## src/rtl/mips_pkg.sv

```systemverilog
// Shared types and constants for the MIPS pipeline front end.
package mips_pkg;

  localparam int WORD_W = 32;

  typedef logic [WORD_W-1:0] word_t;

  localparam word_t MIPS_NOP_INSTR = 32'h0000_0000;  // sll $0,$0,0
  localparam word_t MIPS_RESET_PC  = 32'h0000_0000;
  localparam word_t ALIGN_MASK     = 32'hFFFF_FFFC;

  typedef enum logic [1:0] {
    ISSUE = 2'd0,
    WAIT  = 2'd1,
    HOLD  = 2'd2
  } fetch_state_t;

  function automatic word_t word_align(input word_t addr);
    return addr & ALIGN_MASK;
  endfunction

endpackage

```

## src/rtl/if_id_reg.sv

```systemverilog
// IF/ID pipeline register: enable-gated load of a delivered instruction,
// otherwise a bubble (NOP, invalid, PC+4 kept).
module if_id_reg
  import mips_pkg::*;
#(
  parameter word_t NOP_INSTR = MIPS_NOP_INSTR
) (
  input  logic  clk,
  input  logic  rst,
  input  logic  en,
  input  logic  load,
  input  word_t instr,
  input  word_t pc_plus4,
  output word_t instr_d,
  output word_t pc_plus4_d,
  output logic  valid_d
);

  always_ff @(posedge clk) begin
    if (rst) begin
      instr_d    <= NOP_INSTR;
      pc_plus4_d <= '0;
      valid_d    <= 1'b0;
    end else if (en) begin
      if (load) begin
        instr_d    <= instr;
        pc_plus4_d <= pc_plus4;
        valid_d    <= 1'b1;
      end else begin
        instr_d <= NOP_INSTR;
        valid_d <= 1'b0;
      end
    end
  end

endmodule

```

## src/rtl/fetch_stage.sv

```systemverilog
// IF stage: owns PC_F, fetches over a one-outstanding variable-latency port.
// Optional FETCH_PERF_CNT_EN adds Bubble_Cnt / Redirect_Cnt outputs.
//
// state | meaning
// ISSUE | request PC_F, waiting for grant
// WAIT  | request granted, waiting for response (Drop=1 discards it)
// HOLD  | response captured in hold_instr while Stall_F is high
module fetch_stage
  import mips_pkg::*;
#(
  parameter word_t RESET_PC  = MIPS_RESET_PC,
  parameter word_t NOP_INSTR = MIPS_NOP_INSTR
) (
  input  logic              Clk,
  input  logic              Rst,
  input  logic              Stall_F,
  input  logic              Stall_D,
  input  logic              PC_Src_D,
  input  logic [WORD_W-1:0] PC_Branch_D,
  output logic              IMem_Req,
  output logic [WORD_W-1:0] IMem_Addr,
  input  logic              IMem_Gnt,
  input  logic              IMem_Rvalid,
  input  logic [WORD_W-1:0] IMem_Rdata,
  output logic [WORD_W-1:0] Instr_D,
  output logic [WORD_W-1:0] PC_Plus4_D,
  output logic              Valid_D
`ifdef FETCH_PERF_CNT_EN
  ,
  output logic [31:0]       Bubble_Cnt,
  output logic [31:0]       Redirect_Cnt
`endif
);

  fetch_state_t state, state_nxt;
  word_t        pc_f, pc_nxt, pc_plus4_f;
  word_t        hold_instr, hold_nxt, deliver_instr;
  logic         drop, drop_nxt;
  logic         redirect, deliver;

  assign pc_plus4_f = pc_f + 32'd4;
  assign redirect   = PC_Src_D && !Stall_D;
  assign IMem_Addr  = pc_f;

  // A reset during WAIT leaves a response in flight; Drop survives reset until it lands.
  always_ff @(posedge Clk) begin
    if (Rst) begin
      state      <= ISSUE;
      pc_f       <= RESET_PC;
      drop       <= (state == WAIT) || (drop && !IMem_Rvalid);
      hold_instr <= NOP_INSTR;
    end else begin
      state      <= state_nxt;
      pc_f       <= pc_nxt;
      drop       <= drop_nxt;
      hold_instr <= hold_nxt;
    end
  end

  always_comb begin
    state_nxt = state;
    drop_nxt  = drop;
    hold_nxt  = hold_instr;
    pc_nxt    = pc_f;
    case (state)
      ISSUE: begin
        if (drop && IMem_Rvalid) drop_nxt = 1'b0;
        if (IMem_Gnt) begin
          state_nxt = WAIT;
          if (redirect) drop_nxt = 1'b1;
        end
      end
      WAIT: begin
        if (IMem_Rvalid) begin
          state_nxt = ISSUE;
          if (drop) begin
            drop_nxt = 1'b0;
          end else if (!redirect && Stall_F) begin
            state_nxt = HOLD;
            hold_nxt  = IMem_Rdata;
          end
        end else if (redirect) begin
          drop_nxt = 1'b1;
        end
      end
      HOLD: begin
        if (redirect || !Stall_F) state_nxt = ISSUE;
      end
      default: state_nxt = ISSUE;
    endcase
    if (redirect)     pc_nxt = word_align(PC_Branch_D);
    else if (deliver) pc_nxt = pc_plus4_f;
  end

  always_comb begin
    IMem_Req      = 1'b0;
    deliver       = 1'b0;
    deliver_instr = IMem_Rdata;
    case (state)
      ISSUE: IMem_Req = !Rst;
      WAIT:  deliver  = IMem_Rvalid && !drop && !redirect && !Stall_F;
      HOLD: begin
        deliver       = !redirect && !Stall_F;
        deliver_instr = hold_instr;
      end
      default: ;
    endcase
  end

  if_id_reg #(
    .NOP_INSTR (NOP_INSTR)
  ) u_if_id (
    .clk        (Clk),
    .rst        (Rst),
    .en         (!Stall_D),
    .load       (deliver),
    .instr      (deliver_instr),
    .pc_plus4   (pc_plus4_f),
    .instr_d    (Instr_D),
    .pc_plus4_d (PC_Plus4_D),
    .valid_d    (Valid_D)
  );

`ifdef FETCH_PERF_CNT_EN
  always_ff @(posedge Clk) begin
    if (Rst) begin
      Bubble_Cnt   <= '0;
      Redirect_Cnt <= '0;
    end else begin
      if (!Stall_D && !deliver) Bubble_Cnt <= Bubble_Cnt + 32'd1;
      if (redirect) Redirect_Cnt <= Redirect_Cnt + 32'd1;
    end
  end
`endif

endmodule
```

## config.mk

```make
export PLATFORM = sky130hd
export DESIGN_NAME = fetch_stage
export DESIGN_NICKNAME = d
export VERILOG_FILES = /design/src/rtl/mips_pkg.sv /design/src/rtl/if_id_reg.sv /design/src/rtl/fetch_stage.sv
export SDC_FILE = /design/constraint.sdc
export NUM_CORES = 1
export LEC_CHECK = 0
export ABC_AREA = 1
export CAP_MARGIN = 20
export CORE_UTILIZATION = 45
export DETAILED_ROUTE_END_ITERATION = 16
export PLACE_DENSITY = 0.75
export SYNTH_ARGS = -nofsm -noshare
export SYNTH_HDL_FRONTEND = slang
export SYNTH_SLANG_ARGS = --single-unit
```

## constraint.sdc

```tcl
create_clock -name Clk -period 2.05 [get_ports Clk]
set_clock_uncertainty 0.2 [all_clocks]
set_input_delay 0.5125 -clock Clk [delete_from_list [all_inputs] [get_ports Clk]]
set_output_delay 0.5125 -clock Clk [all_outputs]
set_load 0.02 [all_outputs]
```

==> metrics.txt <==
count of H-tree levels built during CTS 4; routed length per placed instance 13.7 um; min Tclk post-route 1970 ps; first-pass detailed-route iteration total 5; 1st-iter DRT viols 346; pre-CTS setup slack -298 ps; Worst IR Drop VDD 0.595 mV; post-layout util 0.652; Setup Crit Path Kind flop to primary output; Min-Delay Path Class flop to flop; CTS tree done; clock tree root buffer cell sky130_fd_sc_hd__clkbuf_16; DR vias 6447; CTS Buf Count 17; LEAKAGE 4.14 nW; wire length of the first global-routing pass 29400 um; maximum number of pins on one net before global-route repair 47; area of the die 0.0143 sq mm; buffers from clock root to sink, at most 2; CP Max Fanout 2; horizontal die dimension 120 um; num ports 169; nets@finish 1189; vias in the first global route 5994; HPWL after DPL 12600 um; main area contributors after synthesis sky130_fd_sc_hd__dfxtp_1 (41%), sky130_fd_sc_hd__nand2_1 (20%), sky130_fd_sc_hd__nor2_1 (6.9%); netlist area before placement 0.00622 sq mm; post-synth top area cell sky130_fd_sc_hd__dfxtp_1; summed area of non-filler cells in the final layout 0.00870 sq mm; number of endpoints failing setup at the final stage 0; relative contribution of sequential cells to total power 0.400; required time reported for the critical path endpoint 1340 ps; share of flip-flops with an asynchronous set or reset after synthesis 0; die height 120 um; cell count after synthesis 943; net switching power 1.63 mW; ranking of synthesized cells by instance count sky130_fd_sc_hd__nand2_1 (331), sky130_fd_sc_hd__dfxtp_1 (127), sky130_fd_sc_hd__nor2_1 (114); main flop type after synthesis sky130_fd_sc_hd__dfxtp_1; share of power burned in combinational logic 0.126; power density over the cells 766 mW/mm^2; most numerous cell in the Yosys netlist sky130_fd_sc_hd__nand2_1; max-cap violation count 0; Area growth, synth to finish 39.9%; mean number of vias per cell 4.95; worst slew pin tran 521 ps; top-area cell type share of the netlist area 0.409; antenna violations before repair 0; final WL 17900 um; total count of hold-check failures in the final report 0; fraction of final layout cells sized beyond drive strength 1 0.0896; Cell Area, Placed 0.00816 sq mm; final worst-path cycle share 0.960; number of unique standard cell types used by synthesis 41; total internal power 5.04 mW; fraction of power spent switching nets 0.245; smallest setup slack after layout 81.1 ps; number of clock sinks seen by CTS 128; fill cell total of the finished layout 1235; sort of element at the end of the critical path primary output; remaining antenna violation count 0; total power 6.67 mW; std cell rows 42; number of post-CTS setup repair buffers 0; Placer Congestion 0.931; tightest slew margin relative to the limit 0.653; Arr. time, crit path 1260 ps; total gr overflow 0; count of inserted antenna diode cells 0; number of synthesized register bits 128; crit start category flop; result of the run complete, no violations; smallest hold slack 262 ps; starting density of the core 0.466; EDFF count, synth 1; clock insertion delay at the later pin of the skew report 420 ps; quantity of I/O buffers inserted on ports 162; setup repair after global routing missed its margin false; number of DRC violations after detailed routing 0; CTS clock-pin slew for the worst setup and hold paths 50 ps; Max Fclk 0.508 GHz; Slew Viols, Final 0; average cell area after synthesis 6.59 sq um; number of synthesis warnings 0; share of the yosys chip area belonging to registers 0.414; core footprint 0.0133 sq mm; clock group share of total power 0.474; GR Util All Layers 0.259
## layer usage
metal,share of wire,GRT usage
met5,0,0
met4,0.013,0.0758
met3,0.063,0.0675
met2,0.47,0.427
met1,0.45,0.331
## logic make-up (layout without fill, tap and decap cells)
| logic type | count (synthesis) | in the layout | synth area share |
|---|---|---|---|
| AOI/OAI and AO/OA | 173 | 173 | 0.154 |
| xor gates and xnor gates | 8 | 8 | 0.0113 |
| adders and majority gates | 4 | 4 | 0.00805 |
| buffers and inverters | 132 | 313 | 0.0910 |
| DFF | 128 | 128 | 0.414 |
| other | 1 | 4 | 0.000603 |
| and+or+nand+nor | 497 | 497 | 0.322 |
## critical path, stage by stage (launching register included)
cell and delay [ps]:
sky130_fd_sc_hd__dfxtp_1 310, sky130_fd_sc_hd__inv_1 110, sky130_fd_sc_hd__ha_4 160, sky130_fd_sc_hd__inv_2 40, sky130_fd_sc_hd__nor2_1 80, sky130_fd_sc_hd__buf_4 140
## path summary, 6_finish.rpt
check / start / to / slack [ps] / cells past startpoint
worst max-delay path: state[1]$_SDFFE_PP0P_ / IMem_Req / 80 / 5
worst min-delay path: u_if_id.instr_d[16]$_SDFFE_PP0N_ / u_if_id.instr_d[16]$_SDFFE_PP0N_ / 260 / 2
worst max register to register: state[1]$_SDFFE_PP0P_ / IMem_Addr[26]$_SDFFE_PP0P_ / 130 / 10
worst min register to register: u_if_id.instr_d[16]$_SDFFE_PP0N_ / u_if_id.instr_d[16]$_SDFFE_PP0N_ / 260 / 2
## placed cells by master, fill, tap and decap left out, types with 4 or more instances in the layout
master                            count
sky130_fd_sc_hd__nand2_1            331
sky130_fd_sc_hd__dfxtp_1            127
sky130_fd_sc_hd__nor2_1             112
sky130_fd_sc_hd__dlygate4sd2_1       93
sky130_fd_sc_hd__inv_1               70
sky130_fd_sc_hd__clkdlybuf4s50_1     67
sky130_fd_sc_hd__o21ai_0             64
sky130_fd_sc_hd__a21oi_1             63
sky130_fd_sc_hd__buf_4               36
sky130_fd_sc_hd__nand3_1             29
sky130_fd_sc_hd__clkbuf_16           18
sky130_fd_sc_hd__o21a_1              13
sky130_fd_sc_hd__o21ai_1             12
sky130_fd_sc_hd__o211ai_1             8
sky130_fd_sc_hd__inv_2                7
sky130_fd_sc_hd__xor2_1               6
sky130_fd_sc_hd__nor2_2               5
sky130_fd_sc_hd__nor2_4               5
sky130_fd_sc_hd__buf_12               5
sky130_fd_sc_hd__conb_1               4
sky130_fd_sc_hd__clkinv_2             4
## registers in the layout, summed over array words and instances (netlist names)
name	count
u_if_id.instr_d	32
u_if_id.valid_d	1
state	2
IMem_Addr	30
u_if_id.pc_plus4_d	30
drop	1
hold_instr	32
## metrics by stage
stage / instances / setup TNS, ps
floorplan: 946 / 0
detailed placement: 1271 / -26320
global route: 1303 / 0
finish: 1303 / 0
CTS: 1303 / 0
global placement: 1271 / -22720
## what timing repair did
item,CTS,global route
hold buffers,0,0
resized for setup,99,9
hold endpoints to repair,0,0
gates cloned,0,0
setup endpoints to repair,94,29
## power groups by stage
| stage | Combinational, mW | Clock, mW | Sequential, mW |
|---|---|---|---|
| after global placement | 0.854 | 0 | 2.72 |
| after global routing | 0.923 | 3.31 | 2.68 |
| final | 0.839 | 3.16 | 2.67 |
| after detailed placement | 0.866 | 0 | 2.72 |
| after floorplan | 0.392 | 0 | 2.77 |
| after CTS | 0.833 | 3.20 | 2.66 |
## final cells by class
cell class	instances	area, sq um	share of cell area
multi-input cells	686	3120	0.358
flip-flops and latches	128	2570	0.296
repair buffers	202	1860	0.214
clock buffers	23	499	0.0574
inverters	79	302	0.0347
well taps	176	220	0.0253
clock inverters	9	128	0.0147
(Power assumes the default switching activity.)
